===== src/rtl/scan_gen_param.sv =====
// ============================================================================
// Module  : scan_gen_param
// Purpose : ROWS x COLS buffer scan sequencer with row/column-major order,
//           valid/ready backpressure, continuous re-scan, abort and done pulse.
// Rev     : 1.0
// ============================================================================
`default_nettype none

module scan_gen_param #(
    parameter int ROWS   = 64,
    parameter int COLS   = 256,
    parameter int ADDR_W = 14,
    localparam int RW    = (ROWS > 1) ? $clog2(ROWS) : 1,
    localparam int CW    = (COLS > 1) ? $clog2(COLS) : 1
) (
    input  logic              clk_i,
    input  logic              rst_ni,
    input  logic              start_i,
    input  logic              mode_i,
    input  logic              cont_i,
    input  logic              abort_i,
    input  logic              addr_ready_i,
    output logic [ADDR_W-1:0] read_select_o,
    output logic [RW-1:0]     row_idx_o,
    output logic [CW-1:0]     col_idx_o,
    output logic              addr_valid_o,
    output logic              scan_start_o,
    output logic              scan_done_o,
    output logic              busy_o
);

    localparam logic [RW-1:0]     ROW_LAST = RW'(ROWS - 1);
    localparam logic [CW-1:0]     COL_LAST = CW'(COLS - 1);
    localparam logic [ADDR_W-1:0] STRIDE   = ADDR_W'(COLS);

    typedef enum logic [0:0] {
        S_IDLE = 1'b0,
        S_SCAN = 1'b1
    } state_t;

    state_t            state_q, state_d;
    logic [RW-1:0]     row_q, row_d;
    logic [CW-1:0]     col_q, col_d;
    logic [ADDR_W-1:0] base_q, base_d;
    logic [ADDR_W-1:0] addr_q, addr_d;
    logic              valid_q, valid_d;
    logic              first_q, first_d;
    logic              done_q, done_d;
    logic              mode_q, mode_d;
    logic              cont_q, cont_d;
    logic              start_prev_q, start_prev_d;

    logic              start_edge;
    logic              beat;
    logic              last;

    assign start_edge = start_i & ~start_prev_q;
    assign beat       = valid_q & addr_ready_i;
    assign last       = (row_q == ROW_LAST) && (col_q == COL_LAST);

    always_ff @(posedge clk_i or negedge rst_ni) begin
        if (!rst_ni) begin
            state_q      <= S_IDLE;
            row_q        <= '0;
            col_q        <= '0;
            base_q       <= '0;
            addr_q       <= '0;
            valid_q      <= 1'b0;
            first_q      <= 1'b0;
            done_q       <= 1'b0;
            mode_q       <= 1'b0;
            cont_q       <= 1'b0;
            start_prev_q <= 1'b0;
        end else begin
            state_q      <= state_d;
            row_q        <= row_d;
            col_q        <= col_d;
            base_q       <= base_d;
            addr_q       <= addr_d;
            valid_q      <= valid_d;
            first_q      <= first_d;
            done_q       <= done_d;
            mode_q       <= mode_d;
            cont_q       <= cont_d;
            start_prev_q <= start_prev_d;
        end
    end

    always_comb begin
        state_d      = state_q;
        row_d        = row_q;
        col_d        = col_q;
        base_d       = base_q;
        valid_d      = valid_q;
        first_d      = 1'b0;
        done_d       = 1'b0;
        mode_d       = mode_q;
        cont_d       = cont_q;
        start_prev_d = start_i;

        case (state_q)
            S_IDLE: begin
                if (start_edge && !abort_i) begin
                    state_d = S_SCAN;
                    valid_d = 1'b1;
                    first_d = 1'b1;
                    mode_d  = mode_i;
                    cont_d  = cont_i;
                    row_d   = '0;
                    col_d   = '0;
                    base_d  = '0;
                end
            end
            S_SCAN: begin
                if (beat && last) begin
                    // A last beat still completes even when abort arrives with it.
                    done_d = 1'b1;
                    row_d  = '0;
                    col_d  = '0;
                    base_d = '0;
                    if (cont_q && !abort_i) begin
                        first_d = 1'b1;
                        mode_d  = mode_i;
                        cont_d  = cont_i;
                    end else begin
                        state_d = S_IDLE;
                        valid_d = 1'b0;
                    end
                end else if (abort_i) begin
                    state_d = S_IDLE;
                    valid_d = 1'b0;
                    row_d   = '0;
                    col_d   = '0;
                    base_d  = '0;
                end else if (beat) begin
                    if (!mode_q) begin
                        if (col_q == COL_LAST) begin
                            col_d  = '0;
                            row_d  = row_q + RW'(1);
                            base_d = base_q + STRIDE;
                        end else begin
                            col_d  = col_q + CW'(1);
                        end
                    end else begin
                        if (row_q == ROW_LAST) begin
                            row_d  = '0;
                            base_d = '0;
                            col_d  = col_q + CW'(1);
                        end else begin
                            row_d  = row_q + RW'(1);
                            base_d = base_q + STRIDE;
                        end
                    end
                end
            end
            default: begin
                state_d = S_IDLE;
                valid_d = 1'b0;
            end
        endcase

        // Row base tracks row*COLS, so the address needs only an add.
        addr_d = base_d + ADDR_W'(col_d);
    end

    assign read_select_o = addr_q;
    assign row_idx_o     = row_q;
    assign col_idx_o     = col_q;
    assign addr_valid_o  = valid_q;
    assign scan_start_o  = first_q;
    assign scan_done_o   = done_q;
    assign busy_o        = (state_q == S_SCAN);

endmodule

`default_nettype wire


===== config.mk =====
export PLATFORM = sky130hd
export DESIGN_NAME = scan_gen_param
export DESIGN_NICKNAME = d
export VERILOG_FILES = /design/src/rtl/scan_gen_param.sv
export SDC_FILE = /design/constraint.sdc
export NUM_CORES = 1
export LEC_CHECK = 0
export ABC_AREA = 1
export BUFFER_PORTS_ARGS = -buffer_cell sky130_fd_sc_hd__buf_2
export CORE_ASPECT_RATIO = 0.9
export CORE_UTILIZATION = 45
export CTS_CLUSTER_DIAMETER = 40
export DETAILED_ROUTE_END_ITERATION = 10
export GPL_TIMING_DRIVEN = 0
export PLACE_DENSITY_LB_ADDON = 0.08
export SYNTH_ARGS = -nofsm -noshare
export SYNTH_HDL_FRONTEND = slang
export SYNTH_SLANG_ARGS = --single-unit
export TNS_END_PERCENT = 50

===== constraint.sdc =====
create_clock -name clk_i -period 3.9 [get_ports clk_i]
set_clock_uncertainty 0.05 [all_clocks]
set_input_delay 0.195 -clock clk_i [delete_from_list [all_inputs] [get_ports clk_i]]
set_output_delay 0.195 -clock clk_i [all_outputs]
set_load 0.02 [all_outputs]

==> results.ini <==
[placement]
place_congestion=0.852
hpwlAfterDp_um=3930
post_placement_cell_count=415
pre_cts_slack_ns=0.267
numPortBuffers=38

[global_route]
grt_max_degree=50
global_route.overflow_total=0
first_pass_grt_wire_length_um=9330
initial_antenna_violation_count=0
number_of_global_route_vias_before_repair=2063
grt_usage_pct=18.7

[floorplan]
fp.dieW_um=83.9
top_level_ports=39
core.rowCount=26
initial_core_util_pct=47.2
design.die.area_um2=6350
core_area_um2=5760
die_h_um=75.7

[setup_path]
worst_ep_arrival_time_ns=3.64
worstPathRequired_ns=4.05
worstSetupEndpointType=register
criticalPathCategory=register to register
startpoint_type=register
timing.critical_path.fanout_max=6

[sta]
worst_slew_pin_slew_ns=1.07
layout_worst_path_cycle_share_pct=89.7
setup_slack_ns=0.403
setup_viol=0
unrepaired_setup_endpoints_after_global_routing=false
fmax_mhz=286
tns_ns=0
timing.final.crit_period_ns=3.50
final.hold.worst_slack_ns=0.0251
slew-limit-headroom_pct=28.7
timing.final.hold_violations=0
final_max_slew_viol_count=0

[logic_synthesis]
syn_area_um2=2720
synth.largest_area_cell=sky130_fd_sc_hd__dfrtp_1
synth-seq-cells=49
netlist_top_cells_area=sky130_fd_sc_hd__dfrtp_1 45%, sky130_fd_sc_hd__nand2_1 6.8%, sky130_fd_sc_hd__inv_1 6.2%, sky130_fd_sc_hd__ha_1 5.1%, sky130_fd_sc_hd__nand3_1 4.1%
synth_nets=326
synth.yosys.seq_area_share_pct=45.1
synth_top_cell_area_share_pct=45.1
yosysUniqueCellTypes=33
netlist_instances=307
yosys_warnings=0
post_synth.cell_area_avg_um2=8.85

[power_and_ir_drop]
cellLeakagePower_nw=1.67
vdd_ir_drop_max_mv=0.185
power_density_nw_per_um2=299

[detailed_routing]
met3_length_um=256
post_drt_via_cell_ratio=4.93
route.final.wire_length_um=5340
drc=4
vias=2089
met1Wirelength_um=2690
drt_iter0_drc=86
met2RoutedLength_um=2360
antenna_violating_nets_post_route=0
route.detailed.wl_per_inst_um=12.6
detail_route.first_pass.iterations=7
highest_layer=met4

[flow_run]
drv.max_cap_violation_count=0

[clock_tree]
max-clock-path-buffers=2
clk_pin_slew_worst_paths_ns=0.09
clock_latency_reported_for_the_late_side_of_the_worst_skew_pair_ns=0.30
post-cts-setup-buffer-count=0
cts_tree=built
cts-buffers-inserted=5
clock-sinks=49
cts-htree-levels=2
root_driver=sky130_fd_sc_hd__clkbuf_8

[cells_and_area]
fillers=544
diodes=0
utilization_pct=53.9
final_layout_size_suffix_gt1_share_pct=24.3
finalNetCount=372
syn_to_final_growth_pct=14.2
final-instance-count-excl-fill=424

[run_status]
violations=DRC
status=finished, violations left

[worst_hold_path]
worstHoldPathType=input pin to async pin

what timing repair did:
| action | CTS | global route |
|---|---|---|
| gates resized for setup | 0 | 1 |
| hold endpoints to repair | 1 | 0 |
| hold buffers | 1 | 0 |
| setup endpoints to repair | 0 | 3 |
report_power, final:
group / leakage [nW] / internal (W) / switching (W)
Combinational: 0.948 / 0.0000297 / 0.0000609
Sequential: 0.676 / 0.000517 / 0.00000730
Clock: 0.0512 / 0.000144 / 0.000168
Total: 1.67 / 0.000691 / 0.000237
flip-flops by register name (all words and copies together), names as in the netlist:
name / count
addr_valid_o: 1
base_q: 14
busy_o: 1
col_idx_o: 8
cont_q: 1
mode_q: 1
read_select_o: 14
row_idx_o: 6
scan_done_o: 1
scan_start_o: 1
start_prev_q: 1
worst paths after layout:
path	to	depth (start not counted)	slack, ns	start
max in group asynchronous	base_q[8]	1	3.10	rst_ni
worst min-delay path	read_select_o[1]	1	0.03	rst_ni
min in group clk_i	mode_q	3	0.06	mode_i
worst max-delay path	read_select_o[12]	20	0.40	row_idx_o[1]
worst min register to register	base_q[5]	2	0.44	base_q[5]
worst max register to register	read_select_o[12]	20	0.40	row_idx_o[1]
per-layer routing:
| metal | vias up | track usage, % |
|---|---|---|
| li1 | 1083 | - |
| met1 | 949 | 25.3 |
| met2 | 52 | 31.6 |
| met3 | 5 | 3.36 |
| met4 | 0 | 5.17 |
| met5 | - | 0 |
synthesized netlist by cell type:
cell type and number:
sky130_fd_sc_hd__o22a_1 1, sky130_fd_sc_hd__inv_1 45, sky130_fd_sc_hd__nor2_8 2, sky130_fd_sc_hd__nand3_2 4, sky130_fd_sc_hd__nor3_1 4, sky130_fd_sc_hd__xnor2_1 3
sky130_fd_sc_hd__ha_1 11, sky130_fd_sc_hd__a21boi_2 1, sky130_fd_sc_hd__nor2_1 22, sky130_fd_sc_hd__a31oi_1 2, sky130_fd_sc_hd__nand4_1 3, sky130_fd_sc_hd__nand2_2 11
sky130_fd_sc_hd__nand2_1 49, sky130_fd_sc_hd__a21boi_0 1, sky130_fd_sc_hd__bufinv_16 1, sky130_fd_sc_hd__o21ai_0 18, sky130_fd_sc_hd__o221ai_1 1, sky130_fd_sc_hd__xor2_1 8
sky130_fd_sc_hd__a22oi_1 1, sky130_fd_sc_hd__o22ai_1 1, sky130_fd_sc_hd__dfrtp_1 49, sky130_fd_sc_hd__o21ai_1 1, sky130_fd_sc_hd__nor2_4 3, sky130_fd_sc_hd__xor2_2 1
sky130_fd_sc_hd__a21oi_1 18, sky130_fd_sc_hd__nor2_2 2, sky130_fd_sc_hd__inv_2 6, sky130_fd_sc_hd__nand3b_1 4, sky130_fd_sc_hd__nand2_4 8, sky130_fd_sc_hd__nand3_1 22
sky130_fd_sc_hd__nor4_1 1, sky130_fd_sc_hd__fa_1 1, sky130_fd_sc_hd__o21bai_1 2
cell families (layout without fill, tap and decap cells):
kind of cell	Yosys count	in the layout	synth area share (%)
compound gates	47	47	9.67
xor+xnor	12	12	4.14
flops	49	49	45.1
fa+ha+maj	12	12	5.80
simple gates	135	135	27.1
buf+inv	52	99	8.15
placed cells by master, fill, tap and decap left out, types with 3 or more instances in the layout:
| cell | Yosys | final |
|---|---|---|
| sky130_fd_sc_hd__a21oi_1 | 18 | 18 |
| sky130_fd_sc_hd__buf_2 | 0 | 38 |
| sky130_fd_sc_hd__clkbuf_8 | 0 | 6 |
| sky130_fd_sc_hd__dfrtp_1 | 49 | 49 |
| sky130_fd_sc_hd__ha_1 | 11 | 11 |
| sky130_fd_sc_hd__inv_1 | 45 | 45 |
| sky130_fd_sc_hd__inv_2 | 6 | 6 |
| sky130_fd_sc_hd__nand2_1 | 49 | 49 |
| sky130_fd_sc_hd__nand2_2 | 11 | 11 |
| sky130_fd_sc_hd__nand2_4 | 8 | 8 |
| sky130_fd_sc_hd__nand3_1 | 22 | 22 |
| sky130_fd_sc_hd__nand3_2 | 4 | 4 |
| sky130_fd_sc_hd__nand3b_1 | 4 | 4 |
| sky130_fd_sc_hd__nand4_1 | 3 | 3 |
| sky130_fd_sc_hd__nor2_1 | 22 | 21 |
| sky130_fd_sc_hd__nor2_2 | 2 | 3 |
| sky130_fd_sc_hd__nor2_4 | 3 | 3 |
| sky130_fd_sc_hd__nor3_1 | 4 | 4 |
| sky130_fd_sc_hd__o21ai_0 | 18 | 18 |
| sky130_fd_sc_hd__xnor2_1 | 3 | 3 |
| sky130_fd_sc_hd__xor2_1 | 8 | 8 |
final cells by class:
| type | count | area (µm²) | share of cell area, % |
|---|---|---|---|
| multi-input cells | 206 | 1270 | 41.0 |
| well taps | 70 | 87.6 | 2.82 |
| repair buffers | 39 | 200 | 6.45 |
| flip-flops and latches | 49 | 1230 | 39.5 |
| inverters | 52 | 221 | 7.13 |
| clock inverters | 2 | 13.8 | 0.443 |
| clock buffers | 6 | 82.6 | 2.66 |
metrics by stage:
| step | cell area (µm²) | total power [W] |
|---|---|---|
| CTS | 3100 | 0.000938 |
| global route | 3100 | 0.000972 |
| floorplan | 2720 | 0.000592 |
| global placement | 3000 | 0.000625 |
| finish | 3100 | 0.000928 |
| detailed placement | 3000 | 0.000625 |
worst max-delay path, cell delays in order, from the launching register on:
cell and delay [ns]:
sky130_fd_sc_hd__dfrtp_1 0.39, sky130_fd_sc_hd__ha_1 0.20, sky130_fd_sc_hd__nand2_2 0.08, sky130_fd_sc_hd__nor2_4 0.12
sky130_fd_sc_hd__nand2_2 0.09, sky130_fd_sc_hd__nand2_1 0.10, sky130_fd_sc_hd__nand2_1 0.16, sky130_fd_sc_hd__nor2_1 0.33
sky130_fd_sc_hd__a21oi_1 0.12, sky130_fd_sc_hd__a21oi_1 0.19, sky130_fd_sc_hd__ha_1 0.22, sky130_fd_sc_hd__fa_1 0.22
sky130_fd_sc_hd__nand2_1 0.07, sky130_fd_sc_hd__nand3_1 0.08, sky130_fd_sc_hd__o21ai_0 0.20, sky130_fd_sc_hd__o221ai_1 0.41
sky130_fd_sc_hd__nand2_4 0.11, sky130_fd_sc_hd__nor2_8 0.12, sky130_fd_sc_hd__nand2_1 0.06, sky130_fd_sc_hd__nand2_1 0.05
sky130_fd_sc_hd__nand2_1 0.04
Note: power is estimated with default switching activity, not from simulation.
